$ cat config.mk
export PLATFORM = sky130hd
export DESIGN_NAME = mac_switch_np
export DESIGN_NICKNAME = d
export VERILOG_FILES = /design/src/rtl/mac_switch_np.sv
export SDC_FILE = /design/constraint.sdc
export NUM_CORES = 2
export LEC_CHECK = 0
export CELL_PAD_IN_SITES_DETAIL_PLACEMENT = 1
export CELL_PAD_IN_SITES_GLOBAL_PLACEMENT = 1
export CORE_MARGIN = 2
export CORE_UTILIZATION = 35
export DETAILED_ROUTE_END_ITERATION = 10
export MAX_ROUTING_LAYER = met4
export PLACE_DENSITY = 0.6
export SLEW_MARGIN = 20
export SYNTH_ARGS = -nofsm -noshare
export SYNTH_HDL_FRONTEND = slang
export SYNTH_SLANG_ARGS = --single-unit
$ cat constraint.sdc
create_clock -name clk -period 3.9 [get_ports clk]
set_input_delay 1.17 -clock clk [delete_from_list [all_inputs] [get_ports clk]]
set_output_delay 1.17 -clock clk [all_outputs]
set_load 0.01 [all_outputs]
$ cat src/rtl/mac_switch_np.sv
// mac_switch_np: N-port learning switch core with an aging, register-based MAC table.
// Learns each frame's source MAC, looks up its destination and replays header + payload to the egress mask.
module mac_switch_np #(
   parameter int NUM_PORTS   = 4,
   parameter int PORT_W      = 2,
   parameter int TABLE_DEPTH = 16,
   parameter int AGE_MAX     = 15
) (
   input  logic                          clk,
   input  logic                          rst_n,
   input  logic                          hdr_valid,
   output logic                          hdr_ready,
   input  logic                          hdr_frame_ok,
   input  logic [PORT_W-1:0]             hdr_port,
   input  logic [47:0]                   hdr_dst,
   input  logic [47:0]                   hdr_src,
   input  logic [15:0]                   hdr_type,
   input  logic [7:0]                    pl_data,
   input  logic                          pl_valid,
   input  logic                          pl_last,
   output logic                          pl_ready,
   input  logic [NUM_PORTS-1:0]          port_afull,
   output logic [7:0]                    tx_data,
   output logic                          tx_last,
   output logic [NUM_PORTS-1:0]          tx_wren,
   input  logic                          age_tick,
   input  logic                          flush,
   output logic [$clog2(TABLE_DEPTH):0]  table_count
);

   localparam int IDX_W = $clog2(TABLE_DEPTH);
   localparam int CNT_W = IDX_W + 1;

   localparam logic [2:0] S_IDLE   = 3'd0;
   localparam logic [2:0] S_LOOKUP = 3'd1;
   localparam logic [2:0] S_LEARN  = 3'd2;
   localparam logic [2:0] S_WAIT   = 3'd3;
   localparam logic [2:0] S_TX_HDR = 3'd4;
   localparam logic [2:0] S_TX_PAY = 3'd5;
   localparam logic [2:0] S_DONE   = 3'd6;

   logic [2:0]             state_q, state_d;
   logic [3:0]             hcnt_q, hcnt_d;
   logic                   ok_q;
   logic [PORT_W-1:0]      in_port_q;
   logic [47:0]            dst_q, src_q;
   logic [15:0]            type_q;
   logic                   src_hit_q, dst_hit_q;
   logic [IDX_W-1:0]       src_idx_q;
   logic [PORT_W-1:0]      dst_port_q;
   logic [NUM_PORTS-1:0]   mask_q;
   logic                   hdr_ready_q, hdr_ready_d, pop_dly_q;
   logic                   pl_ready_q, pl_ready_d;
   logic [7:0]             tx_data_q, tx_data_d;
   logic                   tx_last_q, tx_last_d;
   logic [NUM_PORTS-1:0]   tx_wren_q, tx_wren_d;

   logic [TABLE_DEPTH-1:0] valid_q, valid_d;
   logic [47:0]            mac_q  [TABLE_DEPTH];
   logic [47:0]            mac_d  [TABLE_DEPTH];
   logic [PORT_W-1:0]      port_q [TABLE_DEPTH];
   logic [PORT_W-1:0]      port_d [TABLE_DEPTH];
   logic [7:0]             age_q  [TABLE_DEPTH];
   logic [7:0]             age_d  [TABLE_DEPTH];
   logic [IDX_W-1:0]       vp_q, vp_d;
   logic [CNT_W-1:0]       count_q, count_s;

   logic                   src_hit_s, dst_hit_s, free_found_s, learn_s, accept_s;
   logic [IDX_W-1:0]       src_idx_s, dst_idx_s, free_idx_s, widx_s;
   logic [NUM_PORTS-1:0]   mask_s;
   logic [111:0]           hdr_shift_s;

   // The popped header stays visible until the pop lands, so IDLE ignores it for two cycles.
   assign accept_s = (state_q == S_IDLE) && hdr_valid && !hdr_ready_q && !pop_dly_q;
   assign learn_s  = (state_q == S_LEARN) && ok_q && !src_q[40] && !flush;
   assign widx_s   = src_hit_q ? src_idx_q : (free_found_s ? free_idx_s : vp_q);

   // Parallel match of latched src/dst against valid entries; descending scan keeps the lowest index
   always_comb begin
      src_hit_s    = 1'b0;
      src_idx_s    = '0;
      dst_hit_s    = 1'b0;
      dst_idx_s    = '0;
      free_found_s = 1'b0;
      free_idx_s   = '0;
      for (int i = TABLE_DEPTH - 1; i >= 0; i--) begin
         src_hit_s    = (valid_q[i] && (mac_q[i] == src_q)) ? 1'b1 : src_hit_s;
         src_idx_s    = (valid_q[i] && (mac_q[i] == src_q)) ? IDX_W'(i) : src_idx_s;
         dst_hit_s    = (valid_q[i] && (mac_q[i] == dst_q)) ? 1'b1 : dst_hit_s;
         dst_idx_s    = (valid_q[i] && (mac_q[i] == dst_q)) ? IDX_W'(i) : dst_idx_s;
         free_found_s = !valid_q[i] ? 1'b1 : free_found_s;
         free_idx_s   = !valid_q[i] ? IDX_W'(i) : free_idx_s;
      end
   end

   // Forwarding mask from the pre-learn lookup; the ingress port is never a target
   always_comb begin
      mask_s = '0;
      for (int p = 0; p < NUM_PORTS; p++) begin
         if (!ok_q) begin
            mask_s[p] = 1'b0;
         end else if (dst_q[40] || !dst_hit_q) begin
            mask_s[p] = (PORT_W'(p) != in_port_q);
         end else begin
            mask_s[p] = (PORT_W'(p) == dst_port_q) && (dst_port_q != in_port_q);
         end
      end
   end

   // Table next state: aging, then learn write (wins over aging), then flush (wins over everything)
   always_comb begin
      valid_d = valid_q;
      vp_d    = vp_q;
      for (int i = 0; i < TABLE_DEPTH; i++) begin
         mac_d[i]  = mac_q[i];
         port_d[i] = port_q[i];
         age_d[i]  = age_q[i];
         if (age_tick && valid_q[i]) begin
            age_d[i]   = (age_q[i] == 8'hFF) ? 8'hFF : age_q[i] + 8'd1;
            valid_d[i] = (age_d[i] < 8'(AGE_MAX));
         end else begin
            age_d[i] = age_q[i];
         end
         if (learn_s && (widx_s == IDX_W'(i))) begin
            valid_d[i] = 1'b1;
            mac_d[i]   = src_q;
            port_d[i]  = in_port_q;
            age_d[i]   = 8'd0;
         end else begin
            mac_d[i] = mac_d[i];
         end
      end
      if (learn_s && !src_hit_q && !free_found_s) begin
         vp_d = vp_q + IDX_W'(1);
      end else begin
         vp_d = vp_q;
      end
      if (flush) begin
         valid_d = '0;
         vp_d    = '0;
      end else begin
         valid_d = valid_d;
      end
   end

   // Population count of valid entries, registered one cycle later
   always_comb begin
      count_s = '0;
      for (int i = 0; i < TABLE_DEPTH; i++) begin
         count_s = count_s + CNT_W'(valid_q[i]);
      end
   end

   assign hdr_shift_s = {dst_q, src_q, type_q} << {hcnt_q, 3'b000};

   // Frame sequencing and registered egress outputs
   always_comb begin
      state_d     = state_q;
      hcnt_d      = hcnt_q;
      tx_data_d   = 8'd0;
      tx_last_d   = 1'b0;
      tx_wren_d   = '0;
      hdr_ready_d = 1'b0;
      case (state_q)
         S_IDLE: begin
            if (accept_s) state_d = S_LOOKUP;
            else          state_d = S_IDLE;
         end
         S_LOOKUP: state_d = S_LEARN;
         S_LEARN:  state_d = S_WAIT;
         S_WAIT: begin
            hcnt_d = 4'd0;
            if ((mask_q & port_afull) != '0) state_d = S_WAIT;
            else if (mask_q == '0)           state_d = S_TX_PAY;
            else                             state_d = S_TX_HDR;
         end
         S_TX_HDR: begin
            tx_data_d = hdr_shift_s[111:104];
            tx_wren_d = mask_q;
            if (hcnt_q == 4'd13) begin
               state_d = S_TX_PAY;
            end else begin
               hcnt_d = hcnt_q + 4'd1;
            end
         end
         S_TX_PAY: begin
            if (pl_valid) begin
               tx_data_d = pl_data;
               tx_wren_d = mask_q;
               tx_last_d = pl_last;
               state_d   = pl_last ? S_DONE : S_TX_PAY;
            end else begin
               state_d = S_TX_PAY;
            end
         end
         S_DONE: begin
            hdr_ready_d = 1'b1;
            state_d     = S_IDLE;
         end
         default: state_d = S_IDLE;
      endcase
      pl_ready_d = (state_d == S_TX_PAY);
   end

   // FSM, frame context and output registers
   always_ff @(posedge clk) begin
      if (!rst_n) begin
         state_q     <= S_IDLE;
         hcnt_q      <= 4'd0;
         ok_q        <= 1'b0;
         in_port_q   <= '0;
         dst_q       <= 48'd0;
         src_q       <= 48'd0;
         type_q      <= 16'd0;
         src_hit_q   <= 1'b0;
         dst_hit_q   <= 1'b0;
         src_idx_q   <= '0;
         dst_port_q  <= '0;
         mask_q      <= '0;
         hdr_ready_q <= 1'b0;
         pop_dly_q   <= 1'b0;
         pl_ready_q  <= 1'b0;
         tx_data_q   <= 8'd0;
         tx_last_q   <= 1'b0;
         tx_wren_q   <= '0;
      end else begin
         state_q     <= state_d;
         hcnt_q      <= hcnt_d;
         hdr_ready_q <= hdr_ready_d;
         pop_dly_q   <= hdr_ready_q;
         pl_ready_q  <= pl_ready_d;
         tx_data_q   <= tx_data_d;
         tx_last_q   <= tx_last_d;
         tx_wren_q   <= tx_wren_d;
         if (accept_s) begin
            ok_q      <= hdr_frame_ok;
            in_port_q <= hdr_port;
            dst_q     <= hdr_dst;
            src_q     <= hdr_src;
            type_q    <= hdr_type;
         end
         if (state_q == S_LOOKUP) begin
            src_hit_q  <= src_hit_s;
            src_idx_q  <= src_idx_s;
            dst_hit_q  <= dst_hit_s;
            dst_port_q <= port_q[dst_idx_s];
         end
         if (state_q == S_LEARN) begin
            mask_q <= mask_s;
         end
      end
   end

   // MAC table storage, victim pointer and entry count
   always_ff @(posedge clk) begin
      if (!rst_n) begin
         valid_q <= '0;
         vp_q    <= '0;
         count_q <= '0;
         for (int i = 0; i < TABLE_DEPTH; i++) begin
            mac_q[i]  <= 48'd0;
            port_q[i] <= '0;
            age_q[i]  <= 8'd0;
         end
      end else begin
         valid_q <= valid_d;
         vp_q    <= vp_d;
         count_q <= count_s;
         for (int i = 0; i < TABLE_DEPTH; i++) begin
            mac_q[i]  <= mac_d[i];
            port_q[i] <= port_d[i];
            age_q[i]  <= age_d[i];
         end
      end
   end

   assign hdr_ready   = hdr_ready_q;
   assign pl_ready    = pl_ready_q;
   assign tx_data     = tx_data_q;
   assign tx_last     = tx_last_q;
   assign tx_wren     = tx_wren_q;
   assign table_count = count_q;

endmodule

# Word level (Yosys, flattened, before mapping)
# Memories as Yosys holds them, arrays and structs flattened. A register that Yosys moved wholly into a read port is not among the register bits.
# Index checks and enable logic that the tools add are counted.
[word_totals]
regBits = 173
ram_bits = 928
input_bits = 134
out_inout_bits = 20
wordCells = 642
n_memories = 3
[memory_table]
columns = ["memory", "depth", "word_bits", "rd", "rd_ports_with_merged_regs", "wr", "line_no", "text"]
rows = [
  ["mac_q", 16, 48, 16, 0, 16, "59", "logic [47:0] mac_q [TABLE_DEPTH];"],
  ["age_q", 16, 8, 16, 0, 16, "63", "logic [7:0] age_q [TABLE_DEPTH];"],
  ["port_q", 16, 2, 1, 1, 16, "61", "logic [PORT_W-1:0] port_q [TABLE_DEPTH];"],
]
[op_classes]
n_addsub = 33
magnitude_cmp = 16
n_eq_ne = 95
shift = 1
n_mux = 282
n_bitwise = 50
n_reduce_logical = 127
[ops]
columns = ["op", "n"]
rows = [
  ["== test 48 bit", 32],
  ["two-way mux 48 bit", 32],
  ["two-way mux 8 bit", 65],
  ["two-way mux 4 bit", 52],
  ["adder 8 x 1 -> 8 bit (second input constant)", 16],
  ["== test 8 bit (second input constant)", 16],
  ["< comparator 8 x 4 -> 1 bit (second input constant)", 16],
  ["left shift 112 x 7 -> 112 bit", 1],
  ["two-way mux 1 bit", 93],
  ["logical AND 1 bit", 76],
  ["two-way mux 2 bit", 34],
  ["adder 5 x 1 -> 5 bit", 11],
  ["OR 1 bit", 48],
  ["== test 4 bit (second input constant)", 9],
  ["nonzero test 2 bit", 18],
  ["AND reduction 2 bit", 17],
  ["case mux 3 bit (6 select lines)", 1],
  ["== test 4 x 3 -> 1 bit (second input constant)", 4],
  ["inequality test 1 bit (second input constant)", 16],
  ["case mux 4 bit (2 select lines)", 2],
  ["case mux 8 bit (2 select lines)", 1],
  ["== test 3 bit (second input constant)", 4],
  ["adder 4 x 1 -> 4 bit (second input constant)", 2],
  ["== test 4 x 2 -> 1 bit (second input constant)", 2],
  ["24 further kinds", 36],
]

# Longest topological paths before layout
[logic_depth]
ltp_word = 23
mapped_depth = 15
depth_no_buf = 13

# Least setup slack after synthesis
# Ideal clock, no wire load.
[synth_path]
kind = "flip-flop to flip-flop"
from = "register valid_q[5]"
to = "register count_q[2] (netlist: table_count[2])"
setup_ps = 80
t_arrival_ps = 3444
required_ps = 3820
setup_slack_ps = 376
path_stages_with_launch = 13
path_buffers = 1
period_less_slack_ps = 3524
cell_sequence = "dfxtp_1 clkbuf_1 inv_1 fa_1 fa_1 fa_1 fa_1 inv_1 ha_1 inv_1 fa_1 nor2b_1 nor3b_1"
[synth_between]
elab_chain_cells = 11
[synth_lines]
columns = ["element", "line_no", "text"]
rows = [
  ["from (decl)", "58", "logic [TABLE_DEPTH-1:0] valid_q, valid_d;"],
  ["from (signal assigned)", "266", "valid_q <= valid_d;"],
  ["adder 5 x 1 -> 5 bit (11 in series)", "150", "count_s = count_s + CNT_W'(valid_q[i]);"],
  ["to (signal assigned)", "268", "count_q <= count_s;"],
  ["to (decl)", "66", "logic [CNT_W-1:0] count_q, count_s;"],
]
# No other way between the ends.
# A chain may end at the register's enable or synchronous reset.

# Worst setup path in the final report
[layout_path]
from = "register dst_q[12]"
to = "register dst_port_q[0] (read register of port_q)"
[layout_between]
elab_chain_cells = 18
word_cells_on_any_way = 48
cone_classes = "16 x eq/ne; 16 x mux; 16 x reduce/logical"
[layout_lines]
columns = ["element", "line_no", "text"]
rows = [
  ["from (decl)", "46", "logic [47:0] dst_q, src_q;"],
  ["from (signal assigned)", "238", "dst_q <= hdr_dst;"],
  ["== test 48 bit", "90", "dst_idx_s = (valid_q[i] && (mac_q[i] == dst_q)) ? IDX_W'(i) : dst_idx_s;"],
  ["logical AND 1 bit", "90", ""],
  ["two-way mux 4 bit (15 in series)", "90", ""],
  ["two-way mux 4 bit (*)", "90", ""],
  ["to (decl)", "50", "logic [PORT_W-1:0] dst_port_q;"],
]
# Mark *: on every way between the ends. The rest lies on a longest branch, timed or not.

==> metrics.cfg <==
[outcome]
outcome=finished, violations left
violations=negative setup slack

[layout]
fillers=20773
nets=8319
drive_above_1_share_pct=16.5
syn_to_final_growth_pct=26.4
design_area_um2=80000
utilization_pct=44.4
stdcell_count=10691

[worst_setup_path]
cp_slowest_stage_delay_ns=0.57
critPathMaxFanout=6
crit_required_ns=4.62
critPathBufInv=5
end_kind=flip-flop
r2r-end=dst_port_q[0]$_SDFFE_PN0N_
r2r_slack_ns=-0.1
crit_top_cell=buf_4
r2r_cells=15
cp_slowest_cell=or4b_4
cp.arrival_ns=4.71
criticalPathCategory=reg2reg
r2r-start=dst_q[12]$_SDFFE_PN0P_
cp_cell_sequence=buf_12, xor2_1, or4b_4, nor4_4, nand4_1, buf_4, buf_6, a311o_1, o211ai_1, buf_4, nand2_1, buf_4, a22o_1, a21oi_2, a211oi_2
start_kind=flip-flop
crit_family=simple AND/OR/NAND/NOR gates

[synth]
seq_area_frac_synth_pct=35.4
synth_cells=7496
synth_area_um2=63300
synth_edf_count=32
ys_ff_latch=1103
synth_top_cell_by_area=dfxtp_1
synth_top_area_share_pct=33.9
synth_area_leaders=dfxtp_1 34%, xnor2_1 9.9%, xor2_1 9.1%
ys.flop_type=dfxtp_1
yosysMostFrequentCell=dfxtp_1
synth.top_cells.by_count=1071 x dfxtp_1, 871 x nand2_1, 719 x xnor2_1
synth_cell_types=93
avgSynthCellArea_um2=8.45
syn_nets=7664
async_flop_share_pct=0
synth_warnings=0

[route]
vias_per_cell=6.22
drc=0
routed_wl_um=432000
drt_iter0_drc=8561
vias=66475
drtPass1Iterations=6
wl_per_cell_um=40.4
postRouteAntennaNets=0

[clocking]
clkSlewWorstSetupHoldPaths_ns=0.06
cts.sinks=1103
cts-root-buf=clkbuf_16
cts_inserted_buffers=140
cts.path.max_buffers=3
htreeDepth=4
cts_tree=yes
insertion_delay_ns=0.85

[worst_hold_path]
hp-class=reg2reg
hold_end=type_q[9]$_SDFFE_PN0P_
hold_path_depth=2
min_from=type_q[9]$_SDFFE_PN0P_

[sta]
setup_violations=3
slew_headroom_pct=19.8
rsz0062_at_grt=true
finClkSkew_ns=0.0315
period_minus_slack_ns=4.00
timing_hold_violations_final=0
fmax_mhz=250
tightest_slew_ns=1.19
drv_slew=0
setup_slack_ns=-0.0957
finalCritPeriodShare_pct=102
hold_slack_ns=0.469

[placement]
place_congestion=1.09
dp_cells=10364
hpwl_um=324000
dpl_cell_area_um2=74500
io_buffer_count=153

[power_and_ir_drop]
ir_drop_mv=0.293
p_leak_nw=33.8
power.density_nw_per_um2=446
total_power_w=0.0357

[global_routing]
grt_start_max_net_pins=101
grt_pass1_vias=64530
antenna_found_initial=64
grt_pass1_wl_um=572000
grt.total_usage_pct=46.8
grt_overflow=0

[die]
num_io_pins=154
start_util_pct=35.1
die-area_um2=184000
die-width_um=429
dieHeight_um=429
row_count=156
core-area_um2=180000

[run]
cap_violations=0

worst register-to-register path: stages, from the launching register on:
cell and delay [ns]:
dfxtp_4 0.35, buf_12 0.13, xor2_1 0.17, or4b_4 0.57
nor4_4 0.31, nand4_1 0.51, buf_4 0.37, buf_6 0.14
a311o_1 0.31, o211ai_1 0.16, buf_4 0.19, nand2_1 0.06
buf_4 0.16, a22o_1 0.26, a21oi_2 0.12, a211oi_2 0.08
state kept, by name (all words and copies together) (netlist names), 8 cells and up:
name     cells
dst_q       48
type_q      16
age_q      128
port_q      32
src_q       48
mac_q      768
tx_data      8
valid_q     16
cells by family after synthesis:
group,after synthesis,synth area share (%)
AO/OA/AOI/OAI,1016,10.1
XOR/XNOR,1382,19.1
adder cells (fa/ha/maj),36,0.822
buffers and inverters,705,4.42
flip-flops,1103,35.4
multiplexers,433,7.34
AND/OR/NAND/NOR,2821,22.8
where the power goes:
group          switching, W  total [W]  internal, W
clock network       0.00582     0.0139      0.00813
logic               0.00640    0.00972      0.00332
registers          0.000495     0.0120       0.0115
total                0.0127     0.0357       0.0230
metal layers:
layer | up-vias | global-route usage [%] | share of wire, %
met1 | 33504 | 56.3 | 39
li1 | 27673 | - | -
met2 | 3953 | 66.3 | 42
met5 | - | - | 0
met4 | 0 | 35.9 | 9.0
met3 | 1345 | 12.5 | 10
layout by cell type, fill, tap and decap left out, drive strengths merged, types with 180 or more instances in the layout:
cell type	Yosys	routed
nand3	526	526
clkbuf	337	188
nand2	871	871
xnor2	722	722
nor4	251	251
nor2	212	212
mux2i	398	398
dfxtp	1071	1071
xor2	660	660
buf	217	916
nand2b	180	180
nand4	331	331
o21ai	467	467
worst max-delay path by stage:
stage,from,to,cells after the start
4_1_cts,dst_q[12]$_SDFFE_PN0P_,dst_port_q[0]$_SDFFE_PN0N_,15
3_5_place_dp,dst_q[46]$_SDFFE_PN0P_,dst_port_q[0]$_SDFFE_PN0N_,16
6_report,dst_q[12]$_SDFFE_PN0P_,dst_port_q[0]$_SDFFE_PN0N_,15
3_3_place_gp,dst_q[46]$_SDFFE_PN0P_,dst_port_q[1]$_SDFFE_PN0N_,16
5_1_grt,dst_q[24]$_SDFFE_PN0P_,dst_port_q[0]$_SDFFE_PN0N_,17
2_1_floorplan,valid_q[5]$_SDFFE_PP0P_,table_count[2]$_SDFF_PN0_,12
repair_timing:
| action | 4_1_cts | 5_1_grt |
|---|---|---|
| buffers inserted | 10 | 6 |
| endpoints found under the hold margin | 0 | 0 |
| endpoints found under the setup margin | 3 | 52 |
| hold buffers | 0 | 0 |
| gates resized for setup | 50 | 29 |
| pin swaps | 18 | 11 |
layout make-up:
type	count	area, um2	area share [%]
sequential	1103	22600	28.2
inverter	151	571	0.713
antenna	59	148	0.184
tap	2370	2970	3.71
clock buffer	188	4020	5.02
multi-input combinational	5688	38600	48.2
clock inverter	65	787	0.983
timing repair buffer	1067	10400	13.0
through the flow:
stage | setup TNS [ns] | setup slack (ns)
final | -0.261 | -0.0957
after detailed placement | -1.33 | -0.664
after global routing | -0.167 | -0.0860
after global placement | -1.38 | -0.700
after CTS | -0.00360 | -0.00360
after floorplan | 0 | 0.376
Power figures use the tool's default switching activity.
